### src/rtl/sp_ram_burst_reader.sv
// Purpose : turns one (base, len) burst command into sp_ram word reads and streams the data out in order.
// Latency : first request one cycle after start; returned word is visible on rdata_o one cycle after its rvalid.
// Backpres: issue is credit-limited so outstanding reads plus buffered words never exceed FIFO_DEPTH.
//
// Ports: clk/rst_n (async active-low); start_i/base_addr_i/len_i command, busy_o/done_o status;
//        port_* sp_ram request/grant/rvalid master side (read-only, be_o all ones);
//        rdata_valid_o/rdata_o/rdata_ready_i downstream valid/ready stream.
// Optional: define SP_RAM_BURST_PERF_EN to add stall_cnt_o (saturating issue-stall cycle counter).
module sp_ram_burst_reader #(
    parameter int ADDR_WIDTH = 8,
    parameter int DATA_WIDTH = 32,
    parameter int FIFO_DEPTH = 4,
    parameter int LEN_WIDTH  = 9
) (
    input  logic                    clk,
    input  logic                    rst_n,
    input  logic                    start_i,
    input  logic [ADDR_WIDTH-1:0]   base_addr_i,
    input  logic [LEN_WIDTH-1:0]    len_i,
    output logic                    busy_o,
    output logic                    done_o,
    output logic                    port_req_o,
    output logic [ADDR_WIDTH-1:0]   port_addr_o,
    output logic                    port_we_o,
    output logic [DATA_WIDTH-1:0]   port_wdata_o,
    output logic [DATA_WIDTH/8-1:0] be_o,
    input  logic                    port_gnt_i,
    input  logic                    port_rvalid_i,
    input  logic [DATA_WIDTH-1:0]   port_rdata_i,
    output logic                    rdata_valid_o,
    output logic [DATA_WIDTH-1:0]   rdata_o,
    input  logic                    rdata_ready_i
`ifdef SP_RAM_BURST_PERF_EN
    ,
    output logic [15:0]             stall_cnt_o
`endif
);

    localparam int PW = $clog2(FIFO_DEPTH);
    localparam int CW = PW + 1;
    localparam logic [CW:0] DEPTH_W = (CW+1)'(FIFO_DEPTH);

    localparam logic [1:0] ST_IDLE  = 2'd0;
    localparam logic [1:0] ST_ISSUE = 2'd1;
    localparam logic [1:0] ST_DRAIN = 2'd2;

    logic [1:0]            state_q, state_d;
    logic [ADDR_WIDTH-1:0] addr_q, addr_d;
    logic [LEN_WIDTH-1:0]  remain_q, remain_d;
    logic [CW-1:0]         outst_q, outst_d;
    logic [CW-1:0]         cnt_q, cnt_d;
    logic [PW-1:0]         wptr_q, rptr_q;
    logic [DATA_WIDTH-1:0] mem_q [FIFO_DEPTH];
    logic                  done_q, done_d;

    logic credit_ok, issue_pend, grant, push, pop;

    // Credits: every granted read owns a FIFO slot until it is popped.
    assign credit_ok  = ({1'b0, cnt_q} + {1'b0, outst_q}) < DEPTH_W;
    assign issue_pend = (state_q == ST_ISSUE) && (remain_q != '0);
    assign grant      = port_req_o && port_gnt_i;
    // rvalid with nothing outstanding is stale (e.g. survived a reset) and is dropped.
    assign push       = port_rvalid_i && (outst_q != '0);
    assign pop        = (cnt_q != '0) && rdata_ready_i;

    assign port_req_o    = issue_pend && credit_ok;
    assign port_addr_o   = addr_q;
    assign port_we_o     = 1'b0;
    assign port_wdata_o  = '0;
    assign be_o          = '1;
    assign busy_o        = (state_q != ST_IDLE);
    assign done_o        = done_q;
    assign rdata_valid_o = (cnt_q != '0);
    assign rdata_o       = mem_q[rptr_q];

    always_comb begin
        outst_d = outst_q;
        if (grant && !push)
            outst_d = outst_q + CW'(1);
        else if (!grant && push)
            outst_d = outst_q - CW'(1);

        cnt_d = cnt_q;
        if (push && !pop)
            cnt_d = cnt_q + CW'(1);
        else if (!push && pop)
            cnt_d = cnt_q - CW'(1);
    end

    always_comb begin
        state_d  = state_q;
        addr_d   = addr_q;
        remain_d = remain_q;
        done_d   = 1'b0;
        case (state_q)
            ST_IDLE: begin
                if (start_i) begin
                    if (len_i != '0) begin
                        addr_d   = base_addr_i;
                        remain_d = len_i;
                        state_d  = ST_ISSUE;
                    end else begin
                        done_d = 1'b1;
                    end
                end
            end
            ST_ISSUE: begin
                if (grant) begin
                    addr_d   = addr_q + ADDR_WIDTH'(1);
                    remain_d = remain_q - LEN_WIDTH'(1);
                    if (remain_q == LEN_WIDTH'(1))
                        state_d = ST_DRAIN;
                end
            end
            ST_DRAIN: begin
                if ((outst_q == '0) && (cnt_q == '0)) begin
                    done_d  = 1'b1;
                    state_d = ST_IDLE;
                end
            end
            default: state_d = ST_IDLE;
        endcase
    end

    always_ff @(posedge clk or negedge rst_n) begin
        if (!rst_n) begin
            state_q  <= ST_IDLE;
            addr_q   <= '0;
            remain_q <= '0;
            outst_q  <= '0;
            cnt_q    <= '0;
            wptr_q   <= '0;
            rptr_q   <= '0;
            done_q   <= 1'b0;
            for (int i = 0; i < FIFO_DEPTH; i++)
                mem_q[i] <= '0;
        end else begin
            state_q  <= state_d;
            addr_q   <= addr_d;
            remain_q <= remain_d;
            outst_q  <= outst_d;
            cnt_q    <= cnt_d;
            done_q   <= done_d;
            if (push) begin
                mem_q[wptr_q] <= port_rdata_i;
                wptr_q        <= wptr_q + PW'(1);
            end
            if (pop)
                rptr_q <= rptr_q + PW'(1);
        end
    end

`ifdef SP_RAM_BURST_PERF_EN
    logic [15:0] stall_q;
    logic        stall_ev;

    assign stall_ev    = (port_req_o && !port_gnt_i) || (issue_pend && !credit_ok);
    assign stall_cnt_o = stall_q;

    always_ff @(posedge clk or negedge rst_n) begin
        if (!rst_n)
            stall_q <= '0;
        else if ((state_q == ST_IDLE) && start_i)
            stall_q <= '0;
        else if (stall_ev && (stall_q != 16'hFFFF))
            stall_q <= stall_q + 16'd1;
    end
`endif

endmodule

### config.mk
export PLATFORM = sky130hd
export DESIGN_NAME = sp_ram_burst_reader
export DESIGN_NICKNAME = d
export VERILOG_FILES = /design/src/rtl/sp_ram_burst_reader.sv
export SDC_FILE = /design/constraint.sdc
export NUM_CORES = 1
export LEC_CHECK = 0
export ABC_AREA = 1
export BUFFER_PORTS_ARGS = -buffer_cell sky130_fd_sc_hd__buf_4
export CORE_ASPECT_RATIO = 1.75
export CORE_MARGIN = 3
export CORE_UTILIZATION = 25
export CTS_CLUSTER_DIAMETER = 200
export DETAILED_ROUTE_END_ITERATION = 7
export GPL_TIMING_DRIVEN = 1
export PLACE_DENSITY = 0.41
export SYNTH_ARGS = -nofsm -noshare
export SYNTH_HDL_FRONTEND = slang
export SYNTH_SLANG_ARGS = --single-unit
export TNS_END_PERCENT = 10
### constraint.sdc
create_clock -name clk -period 3 [get_ports clk]
set_input_delay 0.6 -clock clk [delete_from_list [all_inputs] [get_ports clk]]
set_output_delay 0.6 -clock clk [all_outputs]
set_load 0.02 [all_outputs]
==> impl_metrics.json <==
{
  "die_w_microns": 140,
  "r2r-end": "outst_q[2]",
  "hp-class": "input port to asynchronous set/reset pin",
  "grt_pass1_wl_microns": 35800,
  "synth_area_leaders": "dfrtp_1 50%, o21ai_0 13%, nand2_1 10%",
  "async_flop_share_pct": 100,
  "synth_warnings": 0,
  "leakage_nw": 4.61,
  "cts_resized": 0,
  "synthCells": 957,
  "vias": 6510,
  "grt_setup_unrepaired": "no",
  "fin_crit_sh_pct": 86.8,
  "synth_edf_count": 0,
  "reg2regPathDepth": 12,
  "synth_seq_cells": 158,
  "clockBufferDepth": 2,
  "hold_viol": 0,
  "clock_sinks": 158,
  "period_minus_slack_ps": 2600,
  "num_rows": 85,
  "die_y_microns": 240,
  "power_density_nw_per_um2": 1200,
  "antenna_left": 0,
  "syn_area_per_cell_sq_um": 8.19,
  "clock_latency_ps": 430,
  "fin_setup_tns_ps": 0,
  "cts_setup_buffers": 0,
  "first_global_vias": 6492,
  "fmax_mhz": 384,
  "dp_cells": 1411,
  "r2r-start": "outst_q[2]",
  "drive_above_1_share_pct": 16.5,
  "core_area_sq_um": 30800,
  "antenna_cells": 0,
  "ys_seq_area_share_pct": 50.4,
  "grt_max_degree": 61,
  "synth.most_common_cell": "nand2_1",
  "status": "completed",
  "tightest_slew_ps": 719,
  "critPathMaxFanout": 14,
  "portBuffers": 98,
  "max_cap_viol_count": 0,
  "syn_area_sq_um": 7840,
  "grtUsageTotal_pct": 13.6,
  "synth_top_area_share_pct": 50.4,
  "ctsHtreeMaxLevel": 4,
  "ir_drop_mv": 0.540,
  "final_cells": 1441,
  "synthTopCellsByCount": "214 x nand2_1, 204 x o21ai_0, 158 x dfrtp_1, 96 x nor2_1, 61 x inv_1",
  "finalPower_mw": 11.4,
  "cts_hold_repair.buffers": 0,
  "first_iter_violations": 299,
  "crit_type": "flop to output port",
  "cts.clk_slew.worst_paths_ps": 60,
  "initial_utilization_pct": 25.4,
  "reg2reg_slack_ps": 690,
  "drt_pass1_iterations": 5,
  "grt-ovfl-total": 0,
  "io-pin-count": 136,
  "routed_wl_microns": 22400,
  "via_per_inst": 4.52,
  "root_buffer": "clkbuf_16",
  "place_congestion": 0.781,
  "synth.largest_area_cell": "dfrtp_1",
  "antenna_found_initial": 0,
  "setup_violations": 0,
  "relSlewSlack_pct": 52.0,
  "arrival_ps": 2000,
  "synth_flop_cell": "dfrtp_1",
  "syn_to_final_growth_pct": 20.9,
  "synth_cell_types": 32,
  "slew_viol_final": 0,
  "drt-wirelength-per-cell_microns": 15.5,
  "clock_skew_ps": 13.2,
  "drc": 0,
  "nFillCells": 3361,
  "dp_hpwl_microns": 15100,
  "nets": 1108,
  "numCtsBuffers": 17,
  "startpoint_type": "flop",
  "cts_tree": "done",
  "dieArea_sq_um": 33600,
  "critical_path.endpoint_type": "output port",
  "required_ps": 2400
}
## power breakdown
part           total, mW  switching [mW]  leakage [nW]  internal [mW]
logic               5.51            3.47          2.36           2.04
clock network       2.14           0.869         0.279           1.27
registers           3.77           0.644          1.97           3.13
total               11.4            4.98          4.61           6.44
## cells in the final DEF, fill, tap and decap left out, drive strengths merged
master / instances
o41ai: 1
dfrtp: 158
clkbuf: 26
clkinv: 2
or2: 1
mux2: 2
xor2: 4
bufinv: 1
clkinvlp: 1
xnor2: 3
ha: 12
nand4: 23
inv: 65
nor3: 1
nand3: 19
nor2: 100
o21ai: 204
o22ai: 32
a21oi: 9
buf: 117
conb: 37
o21bai: 1
nand2: 229
fa: 2
## how the worst max path moves through the flow
stage	from	endpoint	slack (ps)	cells past startpoint
floorplan	outst_q[2]	outst_q[2]	840	12
global placement	outst_q[2]	outst_q[2]	720	12
detailed placement	outst_q[2]	outst_q[2]	680	12
CTS	rptr_q[0]	rdata_o[16]	340	5
global route	rptr_q[0]	rdata_o[16]	280	5
finish	rptr_q[0]	rdata_o[16]	400	5
## registers in the layout, indices dropped and copies added, names as in the netlist
register / count
cnt_q: 3
state_q: 2
rptr_q: 2
remain_q: 9
done_o: 1
wptr_q: 2
port_addr_o: 8
mem_q: 128
outst_q: 3
## critical path, stage by stage, from the launching register on
cell and delay [ps]:
dfrtp_2 490, inv_2 210, buf_4 240, o21ai_0 100, o22ai_1 310, buf_4 220
## routing by layer
metal  vias to the layer above  global-route usage (%)  wire (microns)
met5                         -                       0               0
li1                       3232                       -               -
met2                       149                    24.4           11700
met3                        22                    3.12             960
met1                      3107                    16.0            9300
met4                         0                    4.11             371
## metrics by stage
stage	worst slack (ps)	area, sq um	hold WS, ps	utilization, %
after floorplan	840	7970	304	-
after global placement	715	8910	462	28.9
after detailed placement	678	8910	468	28.9
after CTS	340	9480	79.0	30.7
after global routing	282	9480	102	30.7
final	396	9480	81.7	30.7
## layout make-up
class	instances	area, sq um	area share, %
flip-flops and latches	158	3960	41.7
well taps	391	489	5.16
clock buffers	26	519	5.48
multi-input cells	680	3270	34.4
clock inverters	4	51.3	0.541
inverters	65	244	2.57
repair buffers	117	957	10.1
## cells by family (layout without fill, tap and decap cells)
kind of cell             after synthesis  count (layout)  share of synthesized area, %
AND/OR/NAND/NOR                      373             373                          20.0
XOR/XNOR                               7               7                         0.782
multiplexers                           2               2                         0.287
AO/OA/AOI/OAI                        247             247                          16.4
other                                  2              37                        0.0958
flip-flops                           158             158                          50.4
buffers and inverters                154             212                          9.62
adder cells (fa/ha/maj)               14              14                          2.42
Power figures use the tool's default switching activity.
